[src/rtl/imem_dmem_arbiter_pkg.sv]
// Shared encodings for the I-cache / D-cache memory port arbiter.
// The state, owner and beat-size definitions live here so the arbiter and its sub-module agree on them.
package imem_dmem_arbiter_pkg;

  typedef enum logic [1:0] {
    IDLE = 2'd0,
    BUSY = 2'd1,
    DONE = 2'd2
  } state_t;

  localparam logic OWN_IC = 1'b0;
  localparam logic OWN_DC = 1'b1;

  localparam int BYTES_PER_BEAT = 4;

endpackage

[src/rtl/imem_dmem_arbiter_rr_arb2.sv]
// Two-way round-robin pick: a lone requester wins, on a tie the side not granted last wins.
// Purely combinational so it can be reused for other two-port shares.
module rr_arb2
  import imem_dmem_arbiter_pkg::*;
(
  input  logic req_ic,
  input  logic req_dc,
  input  logic last_grant,
  output logic gnt_id,
  output logic gnt_valid
);

  assign gnt_valid = req_ic | req_dc;
  assign gnt_id    = (req_ic && req_dc) ? ~last_grant : (req_dc ? OWN_DC : OWN_IC);

endmodule

[src/rtl/imem_dmem_arbiter.sv]
// Shares one memory port between I-cache refills and D-cache refills/writebacks,
// locking the port for a full BEATS-word line burst per grant.
//
// state | meaning
// IDLE  | pick a winner, latch owner / direction / line base
// BUSY  | issue beats to memory, forward each accepted beat to the owner
// DONE  | one-cycle done pulse to the owner, port released
module imem_dmem_arbiter
  import imem_dmem_arbiter_pkg::*;
#(
  parameter int BEATS  = 4,
  parameter int ADDR_W = 32,
  parameter int DATA_W = 32
) (
  input  logic              clk,
  input  logic              rst,
  input  logic              ic_req_valid,
  input  logic [ADDR_W-1:0] ic_req_addr,
  output logic              ic_beat_valid,
  output logic [DATA_W-1:0] ic_rdata,
  output logic              ic_done,
  input  logic              dc_req_valid,
  input  logic              dc_req_wr,
  input  logic [ADDR_W-1:0] dc_req_addr,
  input  logic [DATA_W-1:0] dc_wdata,
  output logic              dc_beat_valid,
  output logic [DATA_W-1:0] dc_rdata,
  output logic              dc_done,
  output logic              mem_req_valid,
  output logic              mem_req_wr,
  output logic [ADDR_W-1:0] mem_req_addr,
  output logic [DATA_W-1:0] mem_wr_data,
  input  logic              mem_req_ready,
  input  logic [DATA_W-1:0] mem_req_data
);

  localparam int BEAT_W = $clog2(BEATS);
  localparam int OFS_W  = $clog2(BEATS * BYTES_PER_BEAT);
  localparam logic [ADDR_W-1:0] LINE_MASK = {{(ADDR_W-OFS_W){1'b1}}, {OFS_W{1'b0}}};
  localparam logic [BEAT_W-1:0] LAST_BEAT = BEAT_W'(BEATS - 1);

  state_t              state_q, state_d;
  logic [BEAT_W-1:0]   beat_q, beat_d;
  logic                last_grant_q, last_grant_d;
  logic                owner_q, owner_d;
  logic                wr_q, wr_d;
  logic [ADDR_W-1:0]   base_q, base_d;
  logic                gnt_id, gnt_valid;

  rr_arb2 u_rr_arb2 (
    .req_ic     (ic_req_valid),
    .req_dc     (dc_req_valid),
    .last_grant (last_grant_q),
    .gnt_id     (gnt_id),
    .gnt_valid  (gnt_valid)
  );

  always_ff @(posedge clk) begin
    if (!rst) begin
      state_q      <= IDLE;
      beat_q       <= '0;
      last_grant_q <= OWN_DC;
      owner_q      <= OWN_IC;
      wr_q         <= 1'b0;
      base_q       <= '0;
    end else begin
      state_q      <= state_d;
      beat_q       <= beat_d;
      last_grant_q <= last_grant_d;
      owner_q      <= owner_d;
      wr_q         <= wr_d;
      base_q       <= base_d;
    end
  end

  always_comb begin
    state_d       = state_q;
    beat_d        = beat_q;
    last_grant_d  = last_grant_q;
    owner_d       = owner_q;
    wr_d          = wr_q;
    base_d        = base_q;
    ic_beat_valid = 1'b0;
    ic_rdata      = '0;
    ic_done       = 1'b0;
    dc_beat_valid = 1'b0;
    dc_rdata      = '0;
    dc_done       = 1'b0;
    mem_req_valid = 1'b0;
    mem_req_wr    = 1'b0;
    mem_req_addr  = '0;
    mem_wr_data   = '0;

    case (state_q)
      IDLE: begin
        if (gnt_valid) begin
          owner_d = gnt_id;
          wr_d    = (gnt_id == OWN_DC) ? dc_req_wr : 1'b0;
          base_d  = ((gnt_id == OWN_DC) ? dc_req_addr : ic_req_addr) & LINE_MASK;
          state_d = BUSY;
        end
      end
      BUSY: begin
        mem_req_valid = 1'b1;
        mem_req_wr    = wr_q;
        // base is line-aligned, so the beat offset never carries out of the line
        mem_req_addr  = base_q + ADDR_W'({beat_q, 2'b00});
        mem_wr_data   = (owner_q == OWN_DC && wr_q) ? dc_wdata : '0;
        if (mem_req_ready) begin
          if (owner_q == OWN_DC) begin
            dc_beat_valid = 1'b1;
            dc_rdata      = mem_req_data;
          end else begin
            ic_beat_valid = 1'b1;
            ic_rdata      = mem_req_data;
          end
          if (beat_q == LAST_BEAT) begin
            beat_d       = '0;
            last_grant_d = owner_q;
            state_d      = DONE;
          end else begin
            beat_d = beat_q + BEAT_W'(1);
          end
        end
      end
      DONE: begin
        ic_done = (owner_q == OWN_IC);
        dc_done = (owner_q == OWN_DC);
        state_d = IDLE;
      end
      default: state_d = IDLE;
    endcase
  end

endmodule

[config.mk]
export PLATFORM = sky130hd
export DESIGN_NAME = imem_dmem_arbiter
export DESIGN_NICKNAME = d
export VERILOG_FILES = /design/src/rtl/imem_dmem_arbiter_pkg.sv /design/src/rtl/imem_dmem_arbiter_rr_arb2.sv /design/src/rtl/imem_dmem_arbiter.sv
export SDC_FILE = /design/constraint.sdc
export NUM_CORES = 1
export LEC_CHECK = 0
export ABC_AREA = 1
export BUFFER_PORTS_ARGS = -buffer_cell sky130_fd_sc_hd__buf_2
export CAP_MARGIN = 25
export CORE_AREA = 2 2 103 105
export CTS_CLUSTER_DIAMETER = 60
export DETAILED_ROUTE_END_ITERATION = 8
export DIE_AREA = 0 0 105 107
export GPL_TIMING_DRIVEN = 0
export PLACE_DENSITY_LB_ADDON = 0.15
export SYNTH_ARGS = -nofsm -noshare
export SYNTH_HDL_FRONTEND = slang
export SYNTH_SLANG_ARGS = --single-unit
[constraint.sdc]
create_clock -name clk -period 1.52 [get_ports clk]
set_input_delay 0.076 -clock clk [delete_from_list [all_inputs] [get_ports clk]]
set_output_delay 0.076 -clock clk [all_outputs]
set_load 0.1 [all_outputs]
==> metrics.txt, run 1 <==
# TYPE chip_impl_metric gauge
chip_impl_info{name="run_status",value="finished with violations"} 1
chip_impl_info{name="violations",value="negative setup slack"} 1
chip_impl_info{name="dr.max_layer_used",value="met4"} 1
chip_impl_metric{name="rows",unit=""} 37
chip_impl_metric{name="layout.cell_area.non_filler",unit="um^2"} 7900
chip_impl_info{name="rsz0062_at_grt",value="yes"} 1
chip_impl_metric{name="coreArea",unit="um^2"} 10100
chip_impl_metric{name="post_route_cells_drive_above_1_share",unit=""} 0.567
chip_impl_metric{name="met2RoutedLength",unit="um"} 10200
chip_impl_metric{name="place_hpwl",unit="um"} 9320
chip_impl_metric{name="p_leak",unit="nW"} 3.66
chip_impl_metric{name="maximum_number_of_pins_on_one_net_before_global_route_repair",unit=""} 11
chip_impl_metric{name="first_pass_iters",unit=""} 6
chip_impl_metric{name="synth_cells",unit=""} 560
chip_impl_metric{name="post_placement_cell_area",unit="um^2"} 5240
chip_impl_metric{name="power_switching_share",unit=""} 0.476
chip_impl_metric{name="grt_first_pass_wirelength",unit="um"} 24100
chip_impl_metric{name="cap_violations",unit=""} 0
chip_impl_info{name="startpoint",value="state_q[1]$_SDFFE_PN0P_"} 1
chip_impl_info{name="class_of_the_most_critical_setup_path",value="register to output port"} 1
chip_impl_metric{name="routabilityCongestion",unit=""} 0.846
chip_impl_info{name="rr_startpoint",value="state_q[1]$_SDFFE_PN0P_"} 1
chip_impl_info{name="crit_path_end_kind",value="output port"} 1
chip_impl_info{name="hold_class",value="input pin to register"} 1
chip_impl_metric{name="utilization",unit=""} 0.783
chip_impl_metric{name="cellPowerDensity",unit="nW/um^2"} 535
chip_impl_metric{name="pre_cts_ws",unit="ns"} -0.197
chip_impl_metric{name="power.share.sequential",unit=""} 0.245
chip_impl_metric{name="internal_power",unit="W"} 0.00222
chip_impl_metric{name="hold_fails_final_rpt",unit=""} 0
chip_impl_metric{name="worst-endpoint-arrival",unit="ns"} 1.77
chip_impl_metric{name="portBuffers",unit=""} 257
chip_impl_info{name="worstPathCellList",value="buf_4 > nor2_4 > buf_12 > buf_6 > nand2_1 > nor2_2 > buf_12"} 1
chip_impl_metric{name="required_time_worst_endpoint",unit="ns"} 1.44
chip_impl_metric{name="initialDrtViolationCount",unit=""} 275
chip_impl_metric{name="drt.antenna.violating_nets",unit=""} 0
chip_impl_metric{name="cts_sinks",unit=""} 35
chip_impl_info{name="tritoncts",value="done"} 1
chip_impl_metric{name="global_route.overflow_total",unit=""} 0
chip_impl_metric{name="finalNetCount",unit=""} 983
chip_impl_info{name="critical-path-top-cell-by-count",value="sky130_fd_sc_hd__buf_12"} 1
chip_impl_metric{name="share_of_synthesized_area_occupied_by_flip_flops_and_latches",unit=""} 0.243
chip_impl_metric{name="netlist_area",unit="um^2"} 2880
chip_impl_metric{name="irDropWorstVdd",unit="V"} 0.000414
chip_impl_metric{name="cts_max_path_buffers",unit=""} 2
chip_impl_metric{name="drc",unit=""} 0
chip_impl_metric{name="setup.reg_to_reg.worst_slack",unit="ns"} -0.01
chip_impl_metric{name="met3RoutedLength",unit="um"} 1640
chip_impl_metric{name="final.setup.worst_slack",unit="ns"} -0.327
chip_impl_metric{name="die-width",unit="um"} 105
chip_impl_metric{name="vias_per_cell",unit=""} 4.84
chip_impl_metric{name="clock_insertion_delay_worst_skew",unit="ns"} 0.28
chip_impl_metric{name="cts_made_buffers",unit=""} 5
chip_impl_metric{name="antenna_found_initial",unit=""} 5
chip_impl_metric{name="total_of_flip_flops_plus_latches_after_synthesis",unit=""} 35
chip_impl_metric{name="ioPinCount",unit=""} 268
chip_impl_metric{name="vias_in_the_first_global_route",unit=""} 4429
chip_impl_info{name="crit_end",value="mem_wr_data[11]"} 1
chip_impl_metric{name="cpPeakStageDelay",unit="ns"} 0.37
chip_impl_metric{name="drt-met1-wl",unit="um"} 6670
chip_impl_metric{name="ratio_of_final_minimum_period_to_clock_period",unit=""} 1.22
chip_impl_metric{name="design.die.area",unit="um^2"} 11200
chip_impl_metric{name="avgSynthCellArea",unit="um^2"} 5.15
chip_impl_metric{name="comb_power_share",unit=""} 0.598
chip_impl_metric{name="grt_usage",unit=""} 0.273
chip_impl_metric{name="route.vias.total",unit=""} 4801
chip_impl_metric{name="worst_clock_skew",unit="ns"} 0.0113
chip_impl_metric{name="finalWirelength",unit="um"} 19800
chip_impl_info{name="crit_slowest_cell",value="sky130_fd_sc_hd__dfxtp_4"} 1
chip_impl_metric{name="setup-violations-final",unit=""} 118
chip_impl_metric{name="fmax",unit="GHz"} 0.541
chip_impl_info{name="regToRegEndpoint",value="base_q[27]$_SDFFE_PN0P_"} 1
chip_impl_info{name="cts-root-buf",value="sky130_fd_sc_hd__clkbuf_8"} 1
chip_impl_metric{name="switching_power",unit="W"} 0.00201
chip_impl_metric{name="period_needed",unit="ns"} 1.85
chip_impl_metric{name="timing.reg2reg.worst_path_depth",unit=""} 7
chip_impl_metric{name="clkPwrFrac",unit=""} 0.157
chip_impl_metric{name="avgRoutedWirePerCell",unit="um"} 20.0
chip_impl_metric{name="yosysWarnings",unit=""} 0
chip_impl_info{name="startpoint_type",value="register"} 1
chip_impl_metric{name="htree_num_levels",unit=""} 2
chip_impl_metric{name="start_util",unit=""} 0.286
chip_impl_metric{name="die_span_in_y",unit="um"} 107
chip_impl_metric{name="whs",unit="ns"} 0.0850
chip_impl_metric{name="syn2layout_area_growth",unit="%"} 174
chip_impl_metric{name="clkSlewWorstSetupHoldPaths",unit="ns"} 0.08
chip_impl_metric{name="worstPathMaxFanout",unit=""} 7
chip_impl_metric{name="yosys.cell_types.count",unit=""} 22
chip_impl_metric{name="drv_slew",unit=""} 0
-- worst max-delay path, delay by kind of cell (launching register included) --
| family | cells | cell delay [ns] |
|---|---|---|
| flops | 1 | 0.37 |
| buf+inv | 4 | 0.66 |
| simple gates | 3 | 0.43 |
-- registers in the layout (all words and copies together) (netlist names) --
| name | count |
|---|---|
| base_q | 28 |
| beat_q | 2 |
| state_q | 2 |
| last_grant_q | 1 |
| owner_q | 1 |
| wr_q | 1 |
-- cells in the mapped netlist --
cell type                  number  area, um^2
sky130_fd_sc_hd__inv_2          2        7.51
sky130_fd_sc_hd__a21oi_1        4        20.0
sky130_fd_sc_hd__inv_1         99         372
sky130_fd_sc_hd__nand2_1      153         574
sky130_fd_sc_hd__buf_4          4        30.0
sky130_fd_sc_hd__nand2_2        3        18.8
sky130_fd_sc_hd__nand4_1        1        6.26
sky130_fd_sc_hd__buf_1          3        11.3
sky130_fd_sc_hd__clkbuf_4       1        7.51
sky130_fd_sc_hd__nor2_8         1        20.0
sky130_fd_sc_hd__buf_2         10        50.1
sky130_fd_sc_hd__nand3_1        3        15.0
sky130_fd_sc_hd__o21ai_0        3        15.0
sky130_fd_sc_hd__nor2_1       216         811
sky130_fd_sc_hd__conb_1         1        3.75
sky130_fd_sc_hd__nor3_1         2        10.0
sky130_fd_sc_hd__buf_6         13         146
sky130_fd_sc_hd__nor2_4         2        22.5
sky130_fd_sc_hd__ha_1           1        12.5
sky130_fd_sc_hd__dfxtp_1       35         701
sky130_fd_sc_hd__nor2_2         1        6.26
sky130_fd_sc_hd__nand2_4        2        22.5
-- layer usage --
metal | up-vias | global-route usage
li1 | 2158 | -
met4 | 0 | 0.151
met1 | 2223 | 0.278
met3 | 105 | 0.0772
met5 | - | 0
met2 | 315 | 0.502
-- worst min-delay path by stage --
stage                                          to             from  depth (start not counted)
after floorplan            beat_q[1]$_SDFFE_PN0P_              rst                          2
after global placement     base_q[7]$_SDFFE_PN0P_   ic_req_addr[7]                          5
after detailed placement  base_q[28]$_SDFFE_PN0P_  ic_req_addr[28]                          5
after CTS                       wr_q$_SDFFE_PN0P_        dc_req_wr                          3
after global routing      base_q[14]$_SDFFE_PN0P_  ic_req_addr[14]                          5
final                     base_q[28]$_SDFFE_PN0P_  ic_req_addr[28]                          5
-- cell usage in the layout, fill, tap and decap left out, types with 3 or more instances in the layout --
| cell type | n |
|---|---|
| sky130_fd_sc_hd__buf_2 | 130 |
| sky130_fd_sc_hd__diode_2 | 6 |
| sky130_fd_sc_hd__nor2_4 | 116 |
| sky130_fd_sc_hd__nand2_1 | 133 |
| sky130_fd_sc_hd__buf_6 | 12 |
| sky130_fd_sc_hd__nor2_2 | 14 |
| sky130_fd_sc_hd__a21oi_1 | 4 |
| sky130_fd_sc_hd__nor2_1 | 90 |
| sky130_fd_sc_hd__buf_12 | 139 |
| sky130_fd_sc_hd__clkbuf_16 | 3 |
| sky130_fd_sc_hd__nand2_8 | 3 |
| sky130_fd_sc_hd__nand2_4 | 6 |
| sky130_fd_sc_hd__inv_1 | 97 |
| sky130_fd_sc_hd__nand3_1 | 3 |
| sky130_fd_sc_hd__dfxtp_1 | 32 |
| sky130_fd_sc_hd__buf_16 | 4 |
| sky130_fd_sc_hd__o21ai_0 | 3 |
| sky130_fd_sc_hd__dfxtp_4 | 3 |
| sky130_fd_sc_hd__buf_8 | 5 |
| sky130_fd_sc_hd__buf_4 | 15 |
| sky130_fd_sc_hd__clkbuf_8 | 5 |
| sky130_fd_sc_hd__nand2_2 | 16 |
-- logic make-up (layout without fill, tap and decap cells) --
logic type,Yosys count,count (layout),share of synthesized area
AND/OR/NAND/NOR,384,385,0.523
buffers and inverters,132,419,0.217
flip-flops,35,35,0.243
AO/OA/AOI/OAI,7,7,0.0122
adder cells (fa/ha/maj),1,1,0.00434
other,1,8,0.00130
-- cell type report --
cell class	instances	area [um^2]
buffer	31	390
clock inverter	1	5.00
clock buffer	7	76.3
tap	136	170
antenna	6	15.0
fill	590	2190
timing repair buffer	279	3570
multi-input combinational	395	2570
sequential	35	712
inverter	101	392
-- power by group through the flow --
stage          clock network (W)  registers, W  logic (W)
2_1_floorplan                  0       0.00105    0.00149
3_3_place_gp                   0       0.00105    0.00184
3_5_place_dp                   0       0.00105    0.00186
4_1_cts                 0.000682       0.00103    0.00226
5_1_grt                 0.000716       0.00104    0.00264
6_report                0.000662       0.00104    0.00253
-- through the flow --
step	TNS, ns	power, W	cells
floorplan	-6.91	0.00254	561
global placement	-11.01	0.00289	954
detailed placement	-11.60	0.00291	954
CTS	-10.42	0.00398	979
global route	-24.74	0.00439	990
finish	-20.74	0.00423	991
-- timing repair --
action	CTS	global route
setup buffers	10	3
cloned	7	3
pin swaps	5	18
resized for setup	522	79
hold buffers	0	0
endpoints found under the hold margin	0	0
endpoints found under the setup margin	130	130
No activity file was read; power rests on OpenSTA's default activity.
==> run 2, diff against run 1 <==
==> constraint.sdc (replaced) <==
create_clock -name clk -period 2 [get_ports clk]
set_input_delay 0.1 -clock clk [delete_from_list [all_inputs] [get_ports clk]]
set_output_delay 0.1 -clock clk [all_outputs]
set_load 0.1 [all_outputs]
==> run 2 against run 1 <==
The flow now finishes without violations. Via count fell by 17%. First-iteration DRC count down 32%. Hold slack improved by 0.027 ns. Count of clock-buffer cells in the layout is 2 lower. Flip-flop and latch count is the same. Critical path depth fell by 1. Combinational power fell by 49%. Register-to-register slack better by 0.65 ns. Global-route usage decreased by 8.1 points. Routed wire length decreased by 42%. Sequential share of layout area increased by 4.9 points. Critical path type unchanged. Critical endpoint is now dc_rdata[8].
==> metrics.txt, run 2 (synthesized netlist as in run 1, its figures left out) <==
# TYPE chip_impl_metric gauge
chip_impl_metric{name="post_cts_resize_count",unit=""} 28
chip_impl_metric{name="cellPowerDensity",unit="nW/um^2"} 512
chip_impl_metric{name="coreArea",unit="um^2"} 10100
chip_impl_metric{name="htree_num_levels",unit=""} 2
chip_impl_info{name="grt_busiest_layer",value="met2"} 1
chip_impl_metric{name="worst_clock_skew",unit="ns"} 0.0105
chip_impl_metric{name="fin_total_pwr",unit="W"} 0.00258
chip_impl_metric{name="tightest_slew",unit="ns"} 0.601
chip_impl_info{name="hold_class",value="input pin to register"} 1
chip_impl_metric{name="die_span_in_y",unit="um"} 107
chip_impl_metric{name="grt_usage",unit=""} 0.192
chip_impl_metric{name="ioPinCount",unit=""} 268
chip_impl_info{name="crit_path_end_kind",value="output port"} 1
chip_impl_metric{name="worstPathMaxFanout",unit=""} 10
chip_impl_metric{name="cap_violations",unit=""} 0
chip_impl_metric{name="relSlewSlack",unit=""} 0.599
chip_impl_metric{name="maximum_number_of_pins_on_one_net_before_global_route_repair",unit=""} 12
chip_impl_metric{name="vias_per_cell",unit=""} 4.12
chip_impl_metric{name="cts_made_buffers",unit=""} 5
chip_impl_metric{name="fmax",unit="GHz"} 0.535
chip_impl_metric{name="internal_power",unit="W"} 0.00133
chip_impl_metric{name="grt_first_pass_wirelength",unit="um"} 17600
chip_impl_metric{name="power_switching_share",unit=""} 0.483
chip_impl_metric{name="rows",unit=""} 37
chip_impl_metric{name="route.vias.total",unit=""} 3969
chip_impl_metric{name="utilization",unit=""} 0.499
chip_impl_metric{name="drv_slew",unit=""} 0
chip_impl_metric{name="cts_max_path_buffers",unit=""} 2
chip_impl_info{name="biggestRegsByFlops",value="base_q (28), beat_q (2), state_q (2)"} 1
chip_impl_info{name="commonest_cells_after_routing_fill_and_taps_aside",value="sky130_fd_sc_hd__buf_2, sky130_fd_sc_hd__nand2_1, sky130_fd_sc_hd__nor2_2, sky130_fd_sc_hd__inv_1, sky130_fd_sc_hd__nor2_1"} 1
chip_impl_metric{name="post-cts-setup-buffers",unit=""} 0
chip_impl_info{name="tritoncts",value="done"} 1
chip_impl_info{name="regMostFlops",value="base_q"} 1
chip_impl_metric{name="syn2layout_area_growth",unit="%"} 74.8
chip_impl_metric{name="initialDrtViolationCount",unit=""} 186
chip_impl_metric{name="portBuffers",unit=""} 257
chip_impl_metric{name="avgRoutedWirePerCell",unit="um"} 11.9
chip_impl_metric{name="drc",unit=""} 0
chip_impl_metric{name="power.share.sequential",unit=""} 0.304
chip_impl_metric{name="worst-endpoint-arrival",unit="ns"} 1.77
chip_impl_metric{name="post_placement_cell_area",unit="um^2"} 4730
chip_impl_metric{name="hold_fails_final_rpt",unit=""} 0
chip_impl_metric{name="p_leak",unit="nW"} 2.97
chip_impl_info{name="class_of_the_most_critical_setup_path",value="register to output port"} 1
chip_impl_metric{name="die-width",unit="um"} 105
chip_impl_metric{name="irDropWorstVdd",unit="V"} 0.000258
chip_impl_metric{name="first_pass_iters",unit=""} 5
chip_impl_metric{name="start_util",unit=""} 0.286
chip_impl_metric{name="cts_hold_repair.buffers",unit=""} 0
chip_impl_metric{name="finalNetCount",unit=""} 961
chip_impl_info{name="run_status",value="finished clean"} 1
chip_impl_metric{name="cts_sinks",unit=""} 35
chip_impl_metric{name="largest_register_ffs",unit=""} 28
chip_impl_metric{name="vias_in_the_first_global_route",unit=""} 3627
chip_impl_metric{name="place_hpwl",unit="um"} 9410
chip_impl_metric{name="grt_util_met3",unit=""} 0.0462
chip_impl_metric{name="global_route.overflow_total",unit=""} 0
chip_impl_metric{name="grt_util_met1",unit=""} 0.225
chip_impl_info{name="cts-root-buf",value="sky130_fd_sc_hd__clkbuf_8"} 1
chip_impl_metric{name="switching_power",unit="W"} 0.00124
chip_impl_info{name="startpoint_type",value="register"} 1
chip_impl_metric{name="ratio_of_final_minimum_period_to_clock_period",unit=""} 0.934
chip_impl_metric{name="comb_power_share",unit=""} 0.506
chip_impl_metric{name="routabilityCongestion",unit=""} 0.922
chip_impl_metric{name="layout.cell_area.non_filler",unit="um^2"} 5040
chip_impl_metric{name="clock_insertion_delay_worst_skew",unit="ns"} 0.28
chip_impl_metric{name="drt.antenna.violating_nets",unit=""} 0
chip_impl_metric{name="finalWirelength",unit="um"} 11500
chip_impl_info{name="commonest_non_fill_non_tap_cell_in_the_layout",value="sky130_fd_sc_hd__buf_2"} 1
chip_impl_metric{name="clkSlewWorstSetupHoldPaths",unit="ns"} 0.07
chip_impl_metric{name="design.die.area",unit="um^2"} 11200
chip_impl_metric{name="met2_usage",unit=""} 0.347
chip_impl_metric{name="whs",unit="ns"} 0.112
chip_impl_metric{name="required_time_worst_endpoint",unit="ns"} 1.90
chip_impl_metric{name="antenna_found_initial",unit=""} 1
chip_impl_metric{name="setup-violations-final",unit=""} 0
chip_impl_metric{name="post_route_cells_drive_above_1_share",unit=""} 0.524
chip_impl_metric{name="clkPwrFrac",unit=""} 0.190
chip_impl_metric{name="period_needed",unit="ns"} 1.87
-- run 2: cell types whose count changed in the layout (fill, tap and decap cells not counted), moves of 5 or more --
| cell | delta |
|---|---|
| sky130_fd_sc_hd__nor2_4 | -104 |
| sky130_fd_sc_hd__buf_4 | +20 |
| sky130_fd_sc_hd__nor2_2 | +102 |
| sky130_fd_sc_hd__clkbuf_4 | +58 |
| sky130_fd_sc_hd__nand2_1 | +20 |
| sky130_fd_sc_hd__buf_2 | +47 |
| sky130_fd_sc_hd__buf_12 | -139 |
| sky130_fd_sc_hd__diode_2 | -5 |
| sky130_fd_sc_hd__nand2_2 | -13 |
-- run 2: layer usage --
metal	part of all wire	up-vias	wire, um
met1	0.41	1707	4670
met2	0.50	147	5770
met3	0.071	19	816
li1	-	2096	-
met4	0.019	0	213
met5	0	-	0
-- run 2: final timing paths --
kind / from / to / slack, ns / cells past startpoint
worst max-delay path: state_q[0]$_SDFFE_PN0P_ / dc_rdata[8] / 0.13 / 6
worst min-delay path: ic_req_addr[5] / base_q[5]$_SDFFE_PN0P_ / 0.11 / 5
worst min register to register: last_grant_q$_SDFFE_PN1P_ / last_grant_q$_SDFFE_PN1P_ / 0.49 / 2
worst max register to register: state_q[0]$_SDFFE_PN0P_ / base_q[21]$_SDFFE_PN0P_ / 0.64 / 7
-- run 2: layout make-up --
cell class,count,area (um^2)
flip-flops and latches,35,702
diodes,1,2.50
clock buffers,5,68.8
well taps,136,170
repair buffers,258,1530
inverters,101,379
clock inverters,2,13.8
fillers,1083,5050
plain buffers,31,248
multi-input cells,394,1930
-- run 2: power by group through the flow --
stage          clock [W]  combinational, W  sequential [W]
6_report        0.000490           0.00130        0.000783
3_3_place_gp           0           0.00128        0.000798
2_1_floorplan          0           0.00101        0.000795
4_1_cts         0.000509           0.00130        0.000783
3_5_place_dp           0           0.00129        0.000800
5_1_grt         0.000546           0.00141        0.000790
-- run 2: worst max-delay path, stage by stage, from the launching register on --
cell	delay, ns
sky130_fd_sc_hd__dfxtp_1	0.44
sky130_fd_sc_hd__nand2_2	0.16
sky130_fd_sc_hd__nor2_8	0.17
sky130_fd_sc_hd__nand2_4	0.11
sky130_fd_sc_hd__buf_6	0.17
sky130_fd_sc_hd__nor2_2	0.09
sky130_fd_sc_hd__clkbuf_4	0.34
-- run 2: stage by stage --
step | cells | TNS, ns | setup WS, ns
finish | 963 | 0 | 0.132
global route | 963 | -0.000383 | -0.000383
CTS | 962 | 0 | 0.00452
global placement | 954 | 0 | 0.0910
detailed placement | 955 | 0 | 0.226
floorplan | 561 | -0.597 | -0.597
==> run 3, diff against run 2 <==
--- a/config.mk
+++ b/config.mk
@@ -5,13 +5,12 @@
 export SDC_FILE = /design/constraint.sdc
 export NUM_CORES = 1
 export LEC_CHECK = 0
-export ABC_AREA = 1
 export BUFFER_PORTS_ARGS = -buffer_cell sky130_fd_sc_hd__buf_2
 export CAP_MARGIN = 25
-export CORE_AREA = 2 2 103 105
+export CORE_AREA = 2 2 105 107
 export CTS_CLUSTER_DIAMETER = 60
 export DETAILED_ROUTE_END_ITERATION = 8
-export DIE_AREA = 0 0 105 107
+export DIE_AREA = 0 0 107 109
 export GPL_TIMING_DRIVEN = 0
 export PLACE_DENSITY_LB_ADDON = 0.15
 export SYNTH_ARGS = -nofsm -noshare
==> run 3 against run 2 <==
Power is 0.42% lower. Synthesized area fell by 13%. Count of clock-buffer cells in the layout up 1. Final area decreased by 5.4%. Combinational power decreased by 15%. Routed wire length is 16% higher. Critical path depth did not move. Non-clock buffer count grew 2. Sequential share of layout area grew 0.80 points. Register-to-register slack got worse by 0.10 ns. Via count fell by 14%. Setup slack lost 0.023 ns.
==> metrics.txt, run 3 <==
# TYPE chip_impl_metric gauge
chip_impl_info{name="run_status",value="finished clean"} 1
chip_impl_metric{name="design.die.area",unit="um^2"} 11700
chip_impl_info{name="rr_startpoint",value="state_q[1]$_SDFFE_PN0P_"} 1
chip_impl_metric{name="finalNetCount",unit=""} 745
chip_impl_metric{name="synth_enable_flop_cells",unit=""} 0
chip_impl_metric{name="synth_cells",unit=""} 343
chip_impl_metric{name="comb_power_share",unit=""} 0.430
chip_impl_metric{name="internal_power",unit="W"} 0.00148
chip_impl_metric{name="yosys.cell_types.count",unit=""} 32
chip_impl_metric{name="largest_register_ffs",unit=""} 28
chip_impl_info{name="synth_top_area_cell",value="sky130_fd_sc_hd__and2_1"} 1
chip_impl_info{name="commonest_cells_after_routing_fill_and_taps_aside",value="sky130_fd_sc_hd__buf_2, sky130_fd_sc_hd__and2_1, sky130_fd_sc_hd__buf_4, sky130_fd_sc_hd__nand2_1, sky130_fd_sc_hd__dfxtp_1"} 1
chip_impl_metric{name="vias_in_the_first_global_route",unit=""} 3205
chip_impl_metric{name="cts_made_buffers",unit=""} 5
chip_impl_metric{name="worstPathMaxFanout",unit=""} 10
chip_impl_metric{name="power.share.sequential",unit=""} 0.309
chip_impl_metric{name="ratio_of_final_minimum_period_to_clock_period",unit=""} 0.946
chip_impl_info{name="regMostFlops",value="base_q"} 1
chip_impl_metric{name="share_of_synthesized_area_occupied_by_flip_flops_and_latches",unit=""} 0.280
chip_impl_metric{name="place_hpwl",unit="um"} 10800
chip_impl_metric{name="hold_fails_final_rpt",unit=""} 0
chip_impl_metric{name="worst_clock_skew",unit="ns"} 0.00840
chip_impl_info{name="cts-root-buf",value="sky130_fd_sc_hd__clkbuf_8"} 1
chip_impl_metric{name="grt_usage",unit=""} 0.212
chip_impl_metric{name="antenna_found_initial",unit=""} 2
chip_impl_metric{name="netlist.area_leader.share",unit=""} 0.317
chip_impl_metric{name="final.setup.worst_slack",unit="ns"} 0.108
chip_impl_info{name="crit_path_end_kind",value="output port"} 1
chip_impl_info{name="class_of_the_most_critical_setup_path",value="register to output port"} 1
chip_impl_metric{name="htree_num_levels",unit=""} 2
chip_impl_metric{name="irDropWorstVdd",unit="V"} 0.000366
chip_impl_metric{name="route.vias.total",unit=""} 3410
chip_impl_metric{name="vias_per_cell",unit=""} 4.53
chip_impl_metric{name="period_needed",unit="ns"} 1.89
chip_impl_metric{name="p_leak",unit="nW"} 2.45
chip_impl_metric{name="netlist_area",unit="um^2"} 2500
chip_impl_metric{name="worst-endpoint-arrival",unit="ns"} 1.79
chip_impl_metric{name="ioPinCount",unit=""} 268
chip_impl_info{name="post-synth-top-count-cell",value="sky130_fd_sc_hd__and2_1"} 1
chip_impl_metric{name="coreArea",unit="um^2"} 10600
chip_impl_metric{name="fmax",unit="GHz"} 0.529
chip_impl_metric{name="cellPowerDensity",unit="nW/um^2"} 539
chip_impl_metric{name="cts_sinks",unit=""} 35
chip_impl_metric{name="maximum_number_of_pins_on_one_net_before_global_route_repair",unit=""} 12
chip_impl_metric{name="avgSynthCellArea",unit="um^2"} 7.30
chip_impl_info{name="crit_end",value="dc_rdata[15]"} 1
chip_impl_metric{name="layout.cell_area.non_filler",unit="um^2"} 4770
chip_impl_info{name="commonest_non_fill_non_tap_cell_in_the_layout",value="sky130_fd_sc_hd__buf_2"} 1
chip_impl_metric{name="die-width",unit="um"} 107
chip_impl_metric{name="first_pass_iters",unit=""} 4
chip_impl_metric{name="clkPwrFrac",unit=""} 0.261
chip_impl_metric{name="pre_cts_ws",unit="ns"} 0.0345
chip_impl_info{name="critical-path-top-cell-by-count",value="sky130_fd_sc_hd__buf_4"} 1
chip_impl_metric{name="drt.antenna.violating_nets",unit=""} 0
chip_impl_info{name="regToRegEndpoint",value="base_q[4]$_SDFFE_PN0P_"} 1
chip_impl_metric{name="setup-violations-final",unit=""} 0
chip_impl_metric{name="die_span_in_y",unit="um"} 109
chip_impl_info{name="synth.top_cells.by_area",value="sky130_fd_sc_hd__and2_1, sky130_fd_sc_hd__dfxtp_1, sky130_fd_sc_hd__a311oi_1"} 1
chip_impl_metric{name="drv_slew",unit=""} 0
chip_impl_metric{name="total_of_flip_flops_plus_latches_after_synthesis",unit=""} 35
chip_impl_metric{name="postSynth.asyncResetShare",unit=""} 0
chip_impl_metric{name="num-fill-cells",unit=""} 1092
chip_impl_metric{name="required_time_worst_endpoint",unit="ns"} 1.90
chip_impl_metric{name="start_util",unit=""} 0.236
chip_impl_metric{name="cpPeakStageDelay",unit="ns"} 0.37
chip_impl_info{name="worstPathCellList",value="nor2b_1 > buf_4 > and3_4 > buf_4 > and2_1 > buf_4"} 1
chip_impl_metric{name="clock_insertion_delay_worst_skew",unit="ns"} 0.29
chip_impl_metric{name="post_route_cells_drive_above_1_share",unit=""} 0.550
chip_impl_metric{name="yosysWarnings",unit=""} 0
chip_impl_metric{name="switching_power",unit="W"} 0.00109
chip_impl_metric{name="cts_max_path_buffers",unit=""} 2
chip_impl_metric{name="cap_violations",unit=""} 0
chip_impl_info{name="hold_class",value="input pin to register"} 1
chip_impl_metric{name="power_switching_share",unit=""} 0.425
chip_impl_metric{name="routabilityCongestion",unit=""} 0.923
chip_impl_metric{name="setup.reg_to_reg.worst_slack",unit="ns"} 0.54
chip_impl_metric{name="rows",unit=""} 38
chip_impl_metric{name="regArea",unit="um^2"} 702
chip_impl_info{name="startpoint",value="state_q[0]$_SDFFE_PN0P_"} 1
chip_impl_metric{name="syn2layout_area_growth",unit="%"} 90.3
chip_impl_metric{name="drc",unit=""} 0
chip_impl_metric{name="grt_first_pass_wirelength",unit="um"} 18500
chip_impl_metric{name="post_placement_cell_area",unit="um^2"} 4010
chip_impl_info{name="yosys_most_used_dff",value="sky130_fd_sc_hd__dfxtp_1"} 1
chip_impl_metric{name="avgRoutedWirePerCell",unit="um"} 17.7
chip_impl_metric{name="finalWirelength",unit="um"} 13300
chip_impl_metric{name="multi_input_gate_area_in_the_final_layout",unit="um^2"} 1670
chip_impl_metric{name="fin_total_pwr",unit="W"} 0.00257
chip_impl_metric{name="portBuffers",unit=""} 257
chip_impl_info{name="startpoint_type",value="register"} 1
chip_impl_info{name="tritoncts",value="done"} 1
chip_impl_metric{name="global_route.overflow_total",unit=""} 0
chip_impl_metric{name="timing.reg2reg.worst_path_depth",unit=""} 4
chip_impl_info{name="crit_slowest_cell",value="sky130_fd_sc_hd__dfxtp_2"} 1
chip_impl_metric{name="initialDrtViolationCount",unit=""} 191
chip_impl_info{name="rsz0062_at_grt",value="yes"} 1
chip_impl_metric{name="clkSlewWorstSetupHoldPaths",unit="ns"} 0.08
chip_impl_info{name="synth_top_cells_by_count",value="sky130_fd_sc_hd__and2_1, sky130_fd_sc_hd__nand2_1, sky130_fd_sc_hd__dfxtp_1"} 1
chip_impl_info{name="biggestRegsByFlops",value="base_q (28), beat_q (2), state_q (2)"} 1
## run 3: area by class of cell
cell class | instances | share of cell area
inverters | 2 | 0.00157
flip-flops and latches | 35 | 0.147
clock inverters | 2 | 0.00735
repair buffers | 259 | 0.397
well taps | 140 | 0.0367
clock buffers | 6 | 0.0173
plain buffers | 32 | 0.0415
multi-input cells | 275 | 0.351
diodes | 1 | 0.000525
## run 3: how the worst min path moves through the flow
stage | startpoint | endpoint | slack, ns | cells past startpoint
2_1_floorplan | rst | last_grant_q$_SDFFE_PN1P_ | 0.17 | 1
3_3_place_gp | rst | last_grant_q$_SDFFE_PN1P_ | 0.29 | 2
3_5_place_dp | rst | last_grant_q$_SDFFE_PN1P_ | 0.30 | 2
4_1_cts | ic_req_addr[16] | base_q[16]$_SDFFE_PN0P_ | 0.06 | 3
5_1_grt | ic_req_addr[9] | base_q[9]$_SDFFE_PN0P_ | 0.06 | 3
6_report | ic_req_addr[16] | base_q[16]$_SDFFE_PN0P_ | 0.07 | 3
## run 3: metrics by stage
step	util	setup TNS, ns	hold slack (ns)	cells
2_1_floorplan	-	0	0.172	344
3_3_place_gp	0.378	0	0.294	741
3_5_place_dp	0.378	0	0.302	741
4_1_cts	0.419	-0.000757	0.0623	750
5_1_grt	0.450	-0.0355	0.0613	752
6_report	0.450	0	0.0687	752
## run 3: cell families after synthesis
family	share of synthesized area
adders and majority gates	0.00499
AOI/OAI and AO/OA	0.178
buffers and inverters	0.0784
other	0.00150
DFF	0.280
and+or+nand+nor	0.458
## run 3: timing repair
action	4_1_cts	5_1_grt
setup endpoints to repair	116	88
buffers inserted	0	1
endpoints found under the hold margin	1	0
hold buffers	1	0
gates resized for setup	121	90
cloned	0	0
## run 3: power groups by stage
stage | Combinational [W] | Clock [W] | Sequential [W]
floorplan | 0.000788 | 0 | 0.000799
global placement | 0.00105 | 0 | 0.000805
detailed placement | 0.00106 | 0 | 0.000809
CTS | 0.00109 | 0.000687 | 0.000793
global route | 0.00117 | 0.000718 | 0.000801
finish | 0.00110 | 0.000670 | 0.000793
## run 3: per-layer routing
metal | up-vias | global-route usage | share of wire
met5 | - | 0 | 0.0014
met4 | 2 | 0.0612 | 0.027
met3 | 21 | 0.0616 | 0.090
met2 | 180 | 0.357 | 0.46
met1 | 1533 | 0.265 | 0.42
li1 | 1674 | - | -
## run 3: critical path, delay by kind of cell, from the launching register on
family                 cells  cell delay [ns]
buffers and inverters      3             0.62
and+or+nand+nor            3             0.52
DFF                        1             0.37
